## config.mk

```make
export PLATFORM = sky130hd
export DESIGN_NAME = arbitro_nos_ativos
export DESIGN_NICKNAME = d
export VERILOG_FILES = /design/src/rtl/arbitro_nos_ativos.sv
export SDC_FILE = /design/constraint.sdc
export NUM_CORES = 1
export LEC_CHECK = 0
export BUFFER_PORTS_ARGS = -buffer_cell sky130_fd_sc_hd__buf_2
export CELL_PAD_IN_SITES_DETAIL_PLACEMENT = 1
export CELL_PAD_IN_SITES_GLOBAL_PLACEMENT = 2
export CORE_UTILIZATION = 28
export DETAILED_ROUTE_END_ITERATION = 7
export PLACE_DENSITY = 0.81
export SYNTH_ARGS = -nofsm -noshare
export SYNTH_HDL_FRONTEND = slang
export SYNTH_SLANG_ARGS = --single-unit
```

## constraint.sdc

```tcl
create_clock -name clk -period 2.69 [get_ports clk]
set_clock_uncertainty 0.1 [all_clocks]
set_input_delay 0.269 -clock clk [delete_from_list [all_inputs] [get_ports clk]]
set_output_delay 0.269 -clock clk [all_outputs]
set_load 0.01 [all_outputs]
```

## src/rtl/arbitro_nos_ativos.sv

```systemverilog
// Round-robin arbiter/sequencer sharing the active-node manager among NUM_REQ requesters.
// Optional wait timeout enabled by defining ARBITRO_TIMEOUT_EN.
module arbitro_nos_ativos #(
  parameter int NUM_REQ       = 4,
  parameter int NUM_NA        = 8,
  parameter int ADR_WIDTH     = 5,
  parameter int TIMEOUT_WIDTH = 4
) (
  input  logic                           clk,
  input  logic                           rst_n,
  input  logic [NUM_REQ-1:0]             req_valid_in,
  input  logic [NUM_REQ-1:0]             req_op_in,
  input  logic [ADR_WIDTH*NUM_REQ-1:0]   req_endereco_in,
  output logic [NUM_REQ-1:0]             req_ready_out,
  output logic [NUM_REQ-1:0]             resp_valid_out,
  output logic [NUM_NA-1:0]              resp_slot_out,
  output logic                           resp_ok_out,
  output logic                           ocupado_out,
  output logic                           ger_atualizar_out,
  output logic                           ger_desativar_out,
  output logic [ADR_WIDTH-1:0]           ger_endereco_out,
  input  logic                           ger_done_in,
  input  logic [NUM_NA-1:0]              ger_habilitar_in
);

  localparam int IDX_W = $clog2(NUM_REQ);
  localparam logic [NUM_REQ-1:0] ONE_HOT0 = NUM_REQ'(1);

  if (NUM_REQ < 2 || TIMEOUT_WIDTH < 1) begin : g_param_check
    $error("arbitro_nos_ativos: NUM_REQ must be >= 2 and TIMEOUT_WIDTH >= 1");
  end

  typedef enum logic [1:0] {ST_IDLE, ST_EMITE, ST_ESPERA, ST_RESPONDE} state_t;

  state_t                 state_q;
  logic [IDX_W-1:0]       g_q;
  logic [IDX_W-1:0]       ultimo_q;
  logic                   op_q;
  logic [ADR_WIDTH-1:0]   end_q;
  logic [NUM_NA-1:0]      slot_q;
  logic [NUM_REQ-1:0]     req_ready_q;
  logic [NUM_REQ-1:0]     resp_valid_q;
  logic [NUM_NA-1:0]      resp_slot_q;
  logic                   resp_ok_q;
  logic                   ocupado_q;
  logic                   ger_atu_q;
  logic                   ger_des_q;
`ifdef ARBITRO_TIMEOUT_EN
  localparam logic [TIMEOUT_WIDTH-1:0] TIMER_MAX = '1;
  logic [TIMEOUT_WIDTH-1:0] timer_q;
`endif

  logic             gnt_found_d;
  logic [IDX_W-1:0] gnt_d;

  // Scan ultimo+1, ultimo+2, ... so the last served requester gets lowest priority.
  always_comb begin
    int unsigned k;
    gnt_found_d = 1'b0;
    gnt_d       = '0;
    k           = 0;
    for (int unsigned i = 1; i <= NUM_REQ; i++) begin
      k = (32'(ultimo_q) + i) % NUM_REQ;
      if (!gnt_found_d && req_valid_in[IDX_W'(k)]) begin
        gnt_found_d = 1'b1;
        gnt_d       = IDX_W'(k);
      end
    end
  end

  always_ff @(posedge clk or negedge rst_n) begin
    if (!rst_n) begin
      state_q      <= ST_IDLE;
      g_q          <= '0;
      ultimo_q     <= IDX_W'(NUM_REQ - 1);
      op_q         <= 1'b0;
      end_q        <= '0;
      slot_q       <= '0;
      req_ready_q  <= '0;
      resp_valid_q <= '0;
      resp_slot_q  <= '0;
      resp_ok_q    <= 1'b0;
      ocupado_q    <= 1'b0;
      ger_atu_q    <= 1'b0;
      ger_des_q    <= 1'b0;
`ifdef ARBITRO_TIMEOUT_EN
      timer_q      <= '0;
`endif
    end else begin
      req_ready_q  <= '0;
      resp_valid_q <= '0;
      resp_slot_q  <= '0;
      resp_ok_q    <= 1'b0;
      ger_atu_q    <= 1'b0;
      ger_des_q    <= 1'b0;
      case (state_q)
        ST_IDLE: begin
          if (gnt_found_d) begin
            g_q         <= gnt_d;
            op_q        <= req_op_in[gnt_d];
            end_q       <= req_endereco_in[ADR_WIDTH*gnt_d +: ADR_WIDTH];
            req_ready_q <= ONE_HOT0 << gnt_d;
            ger_atu_q   <= !req_op_in[gnt_d];
            ger_des_q   <= req_op_in[gnt_d];
            ocupado_q   <= 1'b1;
            state_q     <= ST_EMITE;
          end
        end
        ST_EMITE: begin
`ifdef ARBITRO_TIMEOUT_EN
          timer_q <= '0;
`endif
          state_q <= ST_ESPERA;
        end
        ST_ESPERA: begin
          // Done is checked before the timeout so a coinciding done still wins.
          if (ger_done_in) begin
            slot_q       <= ger_habilitar_in;
            resp_valid_q <= ONE_HOT0 << g_q;
            resp_slot_q  <= ger_habilitar_in;
            resp_ok_q    <= |ger_habilitar_in;
            state_q      <= ST_RESPONDE;
          end
`ifdef ARBITRO_TIMEOUT_EN
          else if (timer_q == TIMER_MAX) begin
            slot_q       <= '0;
            resp_valid_q <= ONE_HOT0 << g_q;
            state_q      <= ST_RESPONDE;
          end else begin
            timer_q <= timer_q + 1'b1;
          end
`endif
        end
        ST_RESPONDE: begin
          ultimo_q  <= g_q;
          ocupado_q <= 1'b0;
          state_q   <= ST_IDLE;
        end
        default: state_q <= ST_IDLE;
      endcase
    end
  end

  assign req_ready_out     = req_ready_q;
  assign resp_valid_out    = resp_valid_q;
  assign resp_slot_out     = resp_slot_q;
  assign resp_ok_out       = resp_ok_q;
  assign ocupado_out       = ocupado_q;
  assign ger_atualizar_out = ger_atu_q;
  assign ger_desativar_out = ger_des_q;
  assign ger_endereco_out  = end_q;

endmodule
```

==> flow_summary.json <==
{
  "status": "complete, no violations",
  "maxCapViolCount": 0,
  "hpwlAfterDp_um": 2910,
  "post-place-ws_ns": 0.536,
  "ctsHoldBuffers": 1,
  "netlist_area_mm2": 0.00150,
  "r2r_start": "ultimo_q[1]",
  "fp.dieW_um": 75.1,
  "slew_violations": 0,
  "p_int_mw": 1.21,
  "post_dp_cell_area_mm2": 0.00187,
  "grt_setup_unrepaired": "no",
  "period_needed_ns": 2.17,
  "tightest_slew_ns": 0.710,
  "ys_seq_area_frac": 0.520,
  "dr.pass1.iters": 2,
  "syn_inst": 132,
  "worst_hold_slack_ns": 0.148,
  "synth_area_per_cell_um2": 11.3,
  "finalSetupViolCount": 0,
  "core.rowCount": 26,
  "vias": 1252,
  "switchingPower_mw": 0.693,
  "drc_errors": 0,
  "syn2layout_area_growth_pct": 31.6,
  "clock_latency_ns": 0.28,
  "crit_required_ns": 2.75,
  "grt_start_max_net_pins": 32,
  "post_drt_wl_per_cell_um": 13.9,
  "regArea_um2": 778,
  "hold_start": "ger_habilitar_in[0]",
  "switching_share": 0.364,
  "clkTransAtPathRegs_ns": 0.07,
  "portBuffers": 63,
  "first_iter_violations": 62,
  "cts.path.max_buffers": 2,
  "timing.fmax_mhz": 462,
  "antenna-diode-count": 0,
  "regToRegEndpoint": "ger_endereco_out[1]",
  "reg2reg_setup_slack_ns": 0.52,
  "worst_slack_ns": 0.525,
  "ys_types": 33,
  "die_h_um": 75.1,
  "leakage_nw": 1.07,
  "startpoint_type": "flop",
  "path_max_fanout": 14,
  "fillers": 630,
  "hold_depth": 2,
  "ant_nets": 0,
  "final_core_util": 0.383,
  "core_area_mm2": 0.00514,
  "p_per_area_mw_per_mm2": 967,
  "seqPwrFrac": 0.379,
  "hp-class": "input port to flop",
  "hold_end": "resp_slot_out[0]",
  "multiInputGateArea_um2": 651,
  "crit_type": "flop to flop",
  "htreeDepth": 2,
  "drive_above_1_share": 0.450,
  "die_area_mm2": 0.00565,
  "root_buffer": "clkbuf_8",
  "grt_pass1_vias": 1271,
  "initial_utilization": 0.291,
  "gp_congestion": 0.722,
  "io_pins": 64,
  "post_drt_via_cell_ratio": 4.64,
  "final_hold_viol_count": 0,
  "post-route-period-util": 0.805,
  "vdd_drop_max_mv": 0.295,
  "antenna_found_initial": 0,
  "yosys_warnings": 0,
  "cts_setup_buffers": 0,
  "wl_um": 3770,
  "cts_tree": "yes",
  "grt.total_usage": 0.146,
  "combinationalPowerShare": 0.426,
  "maxSlewHeadroom": 0.527,
  "ys_seq_elements": 31,
  "power_frac_clock": 0.195,
  "r2r_cells": 5,
  "ctsResizeCount": 0,
  "cp-end-kind": "flop",
  "final_cell_area_mm2": 0.00197,
  "grt_pass1_wl_um": 6040,
  "clock_sinks": 31,
  "cp.arrival_ns": 2.23,
  "tns_ns": 0,
  "numCtsBuffers": 5,
  "fin_nets": 241,
  "synth_fp_nets": 174,
  "grt_overflow": 0
}
stage by stage:
| stage | std cells | power (mW) |
|---|---|---|
| after global placement | 261 | 1.52 |
| final | 270 | 1.90 |
| after global routing | 270 | 2.05 |
| after detailed placement | 261 | 1.56 |
| after floorplan | 132 | 1.30 |
| after CTS | 270 | 1.94 |
area by class of cell:
cell class                 instances  share of cell area
clock buffer                       7              0.0438
clock inverter                     1             0.00254
inverter                           6              0.0114
multi-input combinational         89               0.330
sequential                        31               0.395
tap                               70              0.0444
timing repair buffer              66               0.173
cells in the final DEF (no fill, tap or decap), drive strengths merged, types with 3 or more instances in the layout:
master	instances
o22ai	3
nand2	9
nand2b	4
clkbuf	7
buf	65
nand3	11
ha	3
mux2	8
a221o	5
mux2i	8
nor2	7
dfrtp	29
and3	10
a21oi	4
inv	6
flip-flops by register name, summed over array words and instances, names as in the netlist, 2 cells and up:
register / cells
g_q: 2
ger_endereco_out: 5
req_ready_out: 4
resp_slot_out: 8
resp_valid_out: 4
state_q: 2
ultimo_q: 2
metal layers:
metal	track usage	share of wire
met5	0	0
met4	0.0432	0.0088
met3	0.0469	0.026
met2	0.234	0.51
met1	0.188	0.45
cell families after synthesis:
| group | Yosys count | share of synthesized area |
|---|---|---|
| compound gates | 20 | 0.109 |
| fa+ha+maj | 3 | 0.0251 |
| buf+inv | 12 | 0.0459 |
| flops | 31 | 0.520 |
| mux | 16 | 0.119 |
| simple gates | 50 | 0.181 |
worst max path at each step:
stage / start / end / depth (start not counted)
detailed placement: ultimo_q[1] / ger_endereco_out[1] / 5
global placement: ultimo_q[1] / ger_endereco_out[3] / 5
CTS: ultimo_q[1] / ger_endereco_out[1] / 5
floorplan: ultimo_q[1] / ger_endereco_out[0] / 7
global route: ultimo_q[1] / ger_endereco_out[1] / 5
finish: ultimo_q[1] / ger_endereco_out[1] / 5
power by group through the flow:
stage | combinational (mW) | sequential, mW | clock, mW
floorplan | 0.543 | 0.753 | 0
global placement | 0.796 | 0.728 | 0
detailed placement | 0.824 | 0.733 | 0
CTS | 0.825 | 0.726 | 0.385
global route | 0.902 | 0.744 | 0.408
finish | 0.811 | 0.722 | 0.372
critical path, stage by stage, from the launching register on:
cell and delay, ns:
dfstp_2 0.60, nand2b_1 0.12, a21boi_1 0.09, o21bai_4 0.42, mux2_2 0.39, a221o_1 0.32
Yosys cell counts:
library cell | number | share of area
dfstp_2 | 2 | 0.035
dfrtp_1 | 29 | 0.48
a21oi_1 | 4 | 0.013
nand3_1 | 11 | 0.037
a21boi_1 | 1 | 0.0050
and2_4 | 1 | 0.0058
nand2b_1 | 4 | 0.017
or2_2 | 1 | 0.0042
a221o_1 | 5 | 0.033
mux2_4 | 2 | 0.020
mux2_2 | 6 | 0.045
mux2i_1 | 8 | 0.053
or4_4 | 1 | 0.0075
nand2_1 | 9 | 0.023
buf_6 | 3 | 0.023
o22ai_1 | 3 | 0.013
and2b_2 | 1 | 0.0058
a2bb2o_1 | 1 | 0.0067
o22a_1 | 1 | 0.0058
a21boi_0 | 1 | 0.0050
ha_1 | 3 | 0.025
o21ai_0 | 2 | 0.0067
o21bai_4 | 1 | 0.013
o31ai_2 | 1 | 0.0084
and3_2 | 1 | 0.0050
nor2_1 | 7 | 0.018
and3_1 | 9 | 0.038
nor3_1 | 2 | 0.0067
nor4_1 | 2 | 0.0084
inv_1 | 6 | 0.015
and3b_2 | 1 | 0.0067
clkbuf_1 | 2 | 0.0050
buf_2 | 1 | 0.0033
Note: power is estimated with default switching activity, not from simulation.
